==> src/rtl/sdram_pkg.sv <==
// Shared definitions for the SDRAM port scheduler: FSM state encoding,
// one-hot engine-select encoding and default geometry/timing constants.
package sdram_pkg;

  typedef enum logic [2:0] {
    INIT_START,
    INIT_WAIT,
    IDLE,
    REF_START,
    REF_WAIT,
    OP_START,
    OP_WAIT,
    DONE
  } state_e;

  // One-hot bus ownership, bit order {ref, rd, wr, init}.
  typedef enum logic [3:0] {
    ENG_INIT = 4'b0001,
    ENG_WR   = 4'b0010,
    ENG_RD   = 4'b0100,
    ENG_REF  = 4'b1000
  } eng_sel_e;

  localparam int DEF_NPORTS       = 2;
  localparam int DEF_BANK_W       = 2;
  localparam int DEF_ROW_W        = 13;
  localparam int DEF_COL_W        = 10;
  localparam int DEF_DATA_W       = 128;
  localparam int DEF_REF_INTERVAL = 780;
  localparam int DEF_MAX_PEND     = 7;

endpackage

==> src/rtl/sdram_rr_arbiter.sv <==
// Round-robin port selector: searches upward from the port after the last
// grant, wrapping at NPORTS, and returns the first requesting port.
module sdram_rr_arbiter #(
  parameter int NPORTS = 2
) (
  input  logic [NPORTS-1:0]         req,
  input  logic [$clog2(NPORTS)-1:0] last_grant,
  output logic [$clog2(NPORTS)-1:0] grant,
  output logic                      valid
);

  localparam int IDX_W = $clog2(NPORTS);

  logic [IDX_W-1:0] cand;

  // First requester at or after last_grant+1 (mod NPORTS); last_grant itself is checked last.
  always_comb begin
    // NOTE: every combinational output gets a default first so no path leaves it unassigned (no latch).
    grant = '0;
    valid = 1'b0;
    cand  = '0;
    for (int i = 1; i <= NPORTS; i++) begin
      cand = IDX_W'((int'(last_grant) + i) % NPORTS);
      if (!valid && req[cand]) begin
        valid = 1'b1;
        grant = cand;
      end
    end
  end

endmodule

==> src/rtl/sdram_port_scheduler.sv <==
// Multi-port SDRAM front end: runs initialisation, then arbitrates client
// bursts round-robin onto the read/write engines, with refresh taking
// priority whenever a refresh is owed. All outputs come straight from flops.
module sdram_port_scheduler
  import sdram_pkg::*;
#(
  parameter int NPORTS       = DEF_NPORTS,
  parameter int BANK_W       = DEF_BANK_W,
  parameter int ROW_W        = DEF_ROW_W,
  parameter int COL_W        = DEF_COL_W,
  parameter int DATA_W       = DEF_DATA_W,
  parameter int REF_INTERVAL = DEF_REF_INTERVAL,
  parameter int MAX_PEND     = DEF_MAX_PEND
) (
  input  logic                                     iclk,
  input  logic                                     ireset_n,
  input  logic [NPORTS-1:0]                        ireq,
  input  logic [NPORTS-1:0]                        iwe,
  input  logic [NPORTS*(BANK_W+ROW_W+COL_W-3)-1:0] iaddr,
  input  logic [NPORTS*DATA_W-1:0]                 iwdata,
  output logic [NPORTS-1:0]                        oack,
  output logic [NPORTS*DATA_W-1:0]                 ordata,
  output logic                                     oinit_req,
  output logic                                     owr_req,
  output logic                                     ord_req,
  output logic                                     oref_req,
  output logic [3:0]                               oengine_sel,
  output logic [BANK_W-1:0]                        obank,
  output logic [ROW_W-1:0]                         orow,
  output logic [COL_W-1:0]                         ocol,
  output logic [DATA_W-1:0]                        owdata,
  input  logic [DATA_W-1:0]                        ird_data,
  input  logic                                     iinit_fin,
  input  logic                                     iwr_fin,
  input  logic                                     ird_fin,
  input  logic                                     iref_fin,
  output logic                                     orefresh_miss
);

  localparam int AW     = BANK_W + ROW_W + COL_W - 3;
  localparam int IDX_W  = $clog2(NPORTS);
  localparam int TMR_W  = $clog2(REF_INTERVAL + 1);
  localparam int PEND_W = $clog2(MAX_PEND + 1);

  state_e                   state_q, state_d;
  eng_sel_e                 sel_q, sel_d;
  logic [IDX_W-1:0]         gnt_q, gnt_d, last_q, last_d, arb_gnt;
  logic                     arb_valid;
  logic                     we_q, we_d;
  logic [BANK_W-1:0]        bank_q, bank_d;
  logic [ROW_W-1:0]         row_q, row_d;
  logic [COL_W-4:0]         col_q, col_d;
  logic [DATA_W-1:0]        wdata_q, wdata_d;
  logic [NPORTS*DATA_W-1:0] rdata_q, rdata_d;
  logic [NPORTS-1:0]        ack_q, ack_d;
  logic                     init_req_q, init_req_d, wr_req_q, wr_req_d;
  logic                     rd_req_q, rd_req_d, ref_req_q, ref_req_d;
  logic [TMR_W-1:0]         timer_q, timer_d;
  logic [PEND_W-1:0]        pend_q, pend_d;
  logic                     miss_q, miss_d, init_done_q, init_done_d;
  logic                     tmr_expire, ref_done;
  logic [AW-1:0]            op_addr;

  assign op_addr = iaddr[int'(gnt_q)*AW +: AW];

  sdram_rr_arbiter #(.NPORTS(NPORTS)) u_arb (
    .req        (ireq),
    .last_grant (last_q),
    .grant      (arb_gnt),
    .valid      (arb_valid)
  );

  // State register.
  always_ff @(posedge iclk or negedge ireset_n) begin
    // NOTE: sequential state uses <= so every flop samples pre-edge values regardless of statement order.
    if (!ireset_n) state_q <= INIT_START;
    else           state_q <= state_d;
  end

  // Next-state logic: refresh outranks ports in IDLE; engines finish the WAIT states.
  always_comb begin
    state_d = state_q;
    case (state_q)
      INIT_START: state_d = INIT_WAIT;
      INIT_WAIT:  if (iinit_fin) state_d = IDLE;
      IDLE: begin
        if (pend_q != '0)   state_d = REF_START;
        else if (arb_valid) state_d = OP_START;
      end
      REF_START:  state_d = REF_WAIT;
      REF_WAIT:   if (iref_fin) state_d = IDLE;
      OP_START:   state_d = OP_WAIT;
      OP_WAIT:    if (we_q ? iwr_fin : ird_fin) state_d = DONE;
      DONE:       state_d = IDLE;
      default:    state_d = INIT_START;
    endcase
  end

  // Output/datapath next values: start pulses, grant and burst latching, read capture, ack.
  always_comb begin
    ack_d      = '0;
    init_req_d = 1'b0;
    wr_req_d   = 1'b0;
    rd_req_d   = 1'b0;
    ref_req_d  = 1'b0;
    gnt_d      = gnt_q;
    last_d     = last_q;
    we_d       = we_q;
    bank_d     = bank_q;
    row_d      = row_q;
    col_d      = col_q;
    wdata_d    = wdata_q;
    rdata_d    = rdata_q;
    case (state_q)
      INIT_START: init_req_d = 1'b1;
      IDLE:       if (pend_q == '0 && arb_valid) gnt_d = arb_gnt;
      REF_START:  ref_req_d = 1'b1;
      OP_START: begin
        we_d     = iwe[gnt_q];
        bank_d   = op_addr[AW-1 -: BANK_W];
        row_d    = op_addr[COL_W-3 +: ROW_W];
        col_d    = op_addr[COL_W-4:0];
        wdata_d  = iwdata[int'(gnt_q)*DATA_W +: DATA_W];
        wr_req_d = iwe[gnt_q];
        rd_req_d = !iwe[gnt_q];
      end
      OP_WAIT: begin
        if (we_q && iwr_fin) ack_d[gnt_q] = 1'b1;
        if (!we_q && ird_fin) begin
          ack_d[gnt_q] = 1'b1;
          rdata_d[int'(gnt_q)*DATA_W +: DATA_W] = ird_data;
        end
      end
      DONE:       last_d = gnt_q;
      default:    ;
    endcase
    // Bus owner follows the state being entered so it lines up with the registered state.
    case (state_d)
      REF_START, REF_WAIT: sel_d = ENG_REF;
      OP_START:            sel_d = iwe[gnt_d] ? ENG_WR : ENG_RD;
      OP_WAIT, DONE:       sel_d = we_d ? ENG_WR : ENG_RD;
      default:             sel_d = ENG_INIT;
    endcase
  end

  // Refresh bookkeeping: interval timer after init, backlog count with saturation.
  always_comb begin
    init_done_d = init_done_q | ((state_q == INIT_WAIT) & iinit_fin);
    tmr_expire  = init_done_q && (timer_q == TMR_W'(1));
    ref_done    = (state_q == REF_WAIT) && iref_fin;
    timer_d     = timer_q;
    if (init_done_q) timer_d = tmr_expire ? TMR_W'(REF_INTERVAL) : timer_q - TMR_W'(1);
    pend_d = pend_q;
    miss_d = miss_q;
    if (tmr_expire && !ref_done) begin
      if (pend_q == PEND_W'(MAX_PEND)) miss_d = 1'b1;
      else                             pend_d = pend_q + PEND_W'(1);
    end else if (ref_done && !tmr_expire) begin
      pend_d = pend_q - PEND_W'(1);
    end
  end

  // Datapath and output registers.
  always_ff @(posedge iclk or negedge ireset_n) begin
    if (!ireset_n) begin
      sel_q      <= ENG_INIT;
      gnt_q      <= '0;
      last_q     <= IDX_W'(NPORTS - 1);
      we_q       <= 1'b0;
      bank_q     <= '0;
      row_q      <= '0;
      col_q      <= '0;
      wdata_q    <= '0;
      // NOTE: the read-data bank is reset deliberately; clients may look at ordata before their first read.
      rdata_q    <= '0;
      ack_q      <= '0;
      init_req_q <= 1'b0;
      wr_req_q   <= 1'b0;
      rd_req_q   <= 1'b0;
      ref_req_q  <= 1'b0;
    end else begin
      sel_q      <= sel_d;
      gnt_q      <= gnt_d;
      last_q     <= last_d;
      we_q       <= we_d;
      bank_q     <= bank_d;
      row_q      <= row_d;
      col_q      <= col_d;
      wdata_q    <= wdata_d;
      rdata_q    <= rdata_d;
      ack_q      <= ack_d;
      init_req_q <= init_req_d;
      wr_req_q   <= wr_req_d;
      rd_req_q   <= rd_req_d;
      ref_req_q  <= ref_req_d;
    end
  end

  // Refresh timer and backlog registers.
  always_ff @(posedge iclk or negedge ireset_n) begin
    if (!ireset_n) begin
      timer_q     <= TMR_W'(REF_INTERVAL);
      pend_q      <= '0;
      miss_q      <= 1'b0;
      init_done_q <= 1'b0;
    end else begin
      timer_q     <= timer_d;
      pend_q      <= pend_d;
      miss_q      <= miss_d;
      init_done_q <= init_done_d;
    end
  end

  assign oack          = ack_q;
  assign ordata        = rdata_q;
  assign oinit_req     = init_req_q;
  assign owr_req       = wr_req_q;
  assign ord_req       = rd_req_q;
  assign oref_req      = ref_req_q;
  assign oengine_sel   = sel_q;
  assign obank         = bank_q;
  assign orow          = row_q;
  assign ocol          = {col_q, 3'b000};
  assign owdata        = wdata_q;
  assign orefresh_miss = miss_q;

endmodule

==> config.mk <==
export PLATFORM = sky130hd
export DESIGN_NAME = sdram_port_scheduler
export DESIGN_NICKNAME = d
export VERILOG_FILES = /design/src/rtl/sdram_pkg.sv /design/src/rtl/sdram_rr_arbiter.sv /design/src/rtl/sdram_port_scheduler.sv
export SDC_FILE = /design/constraint.sdc
export NUM_CORES = 1
export LEC_CHECK = 0
export ABC_CLOCK_PERIOD_IN_PS = 2500
export BUFFER_PORTS_ARGS = -buffer_cell sky130_fd_sc_hd__buf_4
export CORE_AREA = 10 10 325 327
export CTS_CLUSTER_SIZE = 10
export DETAILED_ROUTE_END_ITERATION = 6
export DIE_AREA = 0 0 335 337
export GPL_TIMING_DRIVEN = 0
export PLACE_DENSITY_LB_ADDON = 0.3
export SLEW_MARGIN = 20
export SYNTH_ARGS = -nofsm -noshare
export SYNTH_HDL_FRONTEND = slang
export SYNTH_SLANG_ARGS = --single-unit
==> constraint.sdc <==
create_clock -name iclk -period 2.5 [get_ports iclk]
set_input_delay 0.75 -clock iclk [delete_from_list [all_inputs] [get_ports iclk]]
set_output_delay 0.75 -clock iclk [all_outputs]
set_load 0.1 [all_outputs]
==> flow_metrics.env <==
export IMPL_post_dp_hpwl_um=71000
export IMPL_via_per_inst=3.95
export IMPL_synthSimpleGateAreaFrac=0.0502
export IMPL_final_cell_count_no_fill=3600
export IMPL_setup_viol=0
export IMPL_async_reset_ff_frac=1.00
export IMPL_crit_top_cell="buf_4"
export IMPL_status="complete, no violations"
export IMPL_synth_commonest_cells="dfrtp_1 (431), mux2_2 (248), nand2_1 (161), o21ai_0 (157), mux2i_1 (156)"
export IMPL_endpoint_kind="register"
export IMPL_synth_compound_area_frac=0.0530
export IMPL_gp_congestion=0.828
export IMPL_synth_top_family_by_area="multiplexers"
export IMPL_required_ps=2950
export IMPL_synthToLayoutAreaGrowth_pct=55.3
export IMPL_first_iter_violations=638
export IMPL_cts_tree="yes"
export IMPL_initial_core_util=0.180
export IMPL_die_area_um2=113000
export IMPL_synth_area_mux_share=0.250
export IMPL_coreArea_um2=99300
export IMPL_cp_arrival_ps=2840
export IMPL_ys_seq_elements=437
export IMPL_yosysWarnings=0
export IMPL_rrSetupSlack_ps=110
export IMPL_yosysTopAreaCell="dfrtp_1"
export IMPL_cts_buffers=54
export IMPL_max_cap_viol_count=0
export IMPL_wl_per_cell_um=23.9
export IMPL_path_cells="buf_2 > buf_4 > buf_4 > mux2i_1 > o21ai_0"
export IMPL_holdWs_ps=369
export IMPL_grt_max_degree=91
export IMPL_cts_buffer_depth=3
export IMPL_min_path_type="in2reg"
export IMPL_synth_top_area_frac=0.603
export IMPL_detail_route_antenna_nets=0
export IMPL_worst_pin_slew_ps=1090
export IMPL_fillers=10500
export IMPL_syn_avg_cell_area_um2=13.3
export IMPL_drive_gt1_frac=0.545
export IMPL_rows=116
export IMPL_max_slew_margin_rel=0.273
export IMPL_syn_inst=1348
export IMPL_syn_area_um2=17900
export IMPL_seq_area_um2=10900
export IMPL_crit_type="reg2reg"
export IMPL_ys_seq_area_frac=0.611
export IMPL_slowest_stage="mux2i_1"
export IMPL_h_tree_depth=2
export IMPL_die_h_um=337
export IMPL_synth_edf_count=0
export IMPL_ys_flop_type="dfrtp_1"
export IMPL_synthAdderAreaFrac=0.00252
export IMPL_io_pins=858
export IMPL_grt_ovfl_total=0
export IMPL_rsz0062_at_grt="true"
export IMPL_num_vias=14200
export IMPL_path_clk_slew_ps=60
export IMPL_drt_total_wl_um=85900
export IMPL_post_route_min_period_ps=2390
export IMPL_fin_crit_sh=0.956
export IMPL_setup_slack_ps=111
export IMPL_yosysMostFrequentCell="dfrtp_1"
export IMPL_synth_xor_area_frac=0.00489
export IMPL_grtUsageTotal=0.144
export IMPL_setup_tns_ps=0
export IMPL_netlist_cell_type_count=51
export IMPL_die_width_um=335
export IMPL_worstSetupStartpointType="register"
export IMPL_hold_viol=0
export IMPL_clock_latency_ps=620
export IMPL_antenna_found_initial=16
export IMPL_clock_sinks=437
export IMPL_crit_fanout=11
export IMPL_cpPeakStageDelay_ps=550
export IMPL_port_buffers=854
export IMPL_multi_input_area_um2=6510
export IMPL_drt_first_pass_iters=4
export IMPL_synth_area_leaders="dfrtp_1 (60%), mux2_2 (16%), mux2i_1 (8.7%), o21ai_0 (4.4%), nand2_1 (3.4%)"
export IMPL_drv_slew=0
export IMPL_grt_pass1_wl_um=118000
export IMPL_placed_cells=3507
export IMPL_max_freq_mhz=419
export IMPL_skew_ps=35.0
export IMPL_fin_nets=2711
export IMPL_place_ws_ps=-1020
export IMPL_remaining_drc_errors=0
export IMPL_grt_pass1_vias=15300
export IMPL_cts_root_buffer="clkbuf_16"
## metrics by stage
| step | utilization | area [µm²] |
|---|---|---|
| after CTS | 0.279 | 27700 |
| final | 0.280 | 27800 |
| after detailed placement | 0.263 | 26100 |
| after global placement | 0.261 | 25900 |
| after floorplan | - | 17900 |
| after global routing | 0.280 | 27800 |
## per-layer routing
metal	up-vias	wire [µm]	global-route usage
met5	-	87	0
met4	14	1810	0.0340
met3	96	7010	0.0499
met2	599	44000	0.260
met1	6935	32900	0.160
li1	6559	-	-
## cells in the final DEF, fill, tap and decap left out, drive strengths merged, types with 2 or more instances in the layout
master / instances
buf: 919
dfrtp: 431
mux2: 258
nand2: 161
o21ai: 157
mux2i: 156
clkbuf: 107
nor2: 11
nor3: 8
inv: 7
nand3: 6
dfstp: 6
diode: 5
xor2: 5
xnor2: 5
clkinv: 5
nand2b: 4
a21oi: 4
conb: 3
and3: 2
nor2b: 2
a21boi: 2
nand3b: 2
a41oi: 2
o32ai: 2
o22ai: 2
a211oi: 2
ha: 2
clkinvlp: 2
nor4b: 2
## cell families (layout without fill, tap and decap cells)
| logic type | after synthesis | after routing |
|---|---|---|
| flip-flops | 437 | 437 |
| multiplexers | 414 | 414 |
| AND/OR/NAND/NOR | 210 | 210 |
| AO/OA/AOI/OAI | 178 | 178 |
| buffers and inverters | 95 | 1042 |
| XOR/XNOR | 10 | 10 |
| adder cells (fa/ha/maj) | 3 | 3 |
| other | 1 | 8 |
## state kept, by name, indices dropped and copies added (netlist names), 2 cells and up
| signal | cells |
|---|---|
| oack | 2 |
| col_q | 7 |
| ordata | 256 |
| oengine_sel | 4 |
| owdata | 128 |
| obank | 2 |
| timer_q | 10 |
| orow | 13 |
| pend_q | 3 |
| state_q | 3 |
## worst paths after layout
check                             from     endpoint  cells after the start
min in group asynchronous     ireset_n  ordata[132]                      2
max                              gnt_q   owdata[28]                      5
min reg2reg                 owdata[55]   owdata[55]                      2
max in group asynchronous     ireset_n   owdata[81]                      5
min                        ird_data[4]  ordata[132]                      2
max reg2reg                      gnt_q   owdata[28]                      5
## worst max-delay path, delay by kind of cell (launching register included)
| kind | cells | cell delay [ps] |
|---|---|---|
| buffers and inverters | 3 | 1210 |
| multiplexers | 1 | 550 |
| AO/OA/AOI/OAI | 1 | 140 |
| flip-flops | 1 | 330 |
## cell type report
cell class                 instances  area share
sequential                       437       0.394
timing repair buffer             864       0.237
multi-input combinational        818       0.234
tap                             1298      0.0584
clock buffer                      75      0.0540
buffer                            88      0.0180
clock inverter                     8     0.00306
inverter                           7    0.000945
antenna                            5    0.000450
## what timing repair did
item	in CTS	in global routing
endpoints found under the hold margin	16	0
hold buffers	1	0
gates resized for setup	19	5
buffers inserted	1	3
setup endpoints to repair	104	17
Power is left out: the tool's default activity adds up to more than one toggle a clock period on the data nets, which glitch-free logic cannot reach.
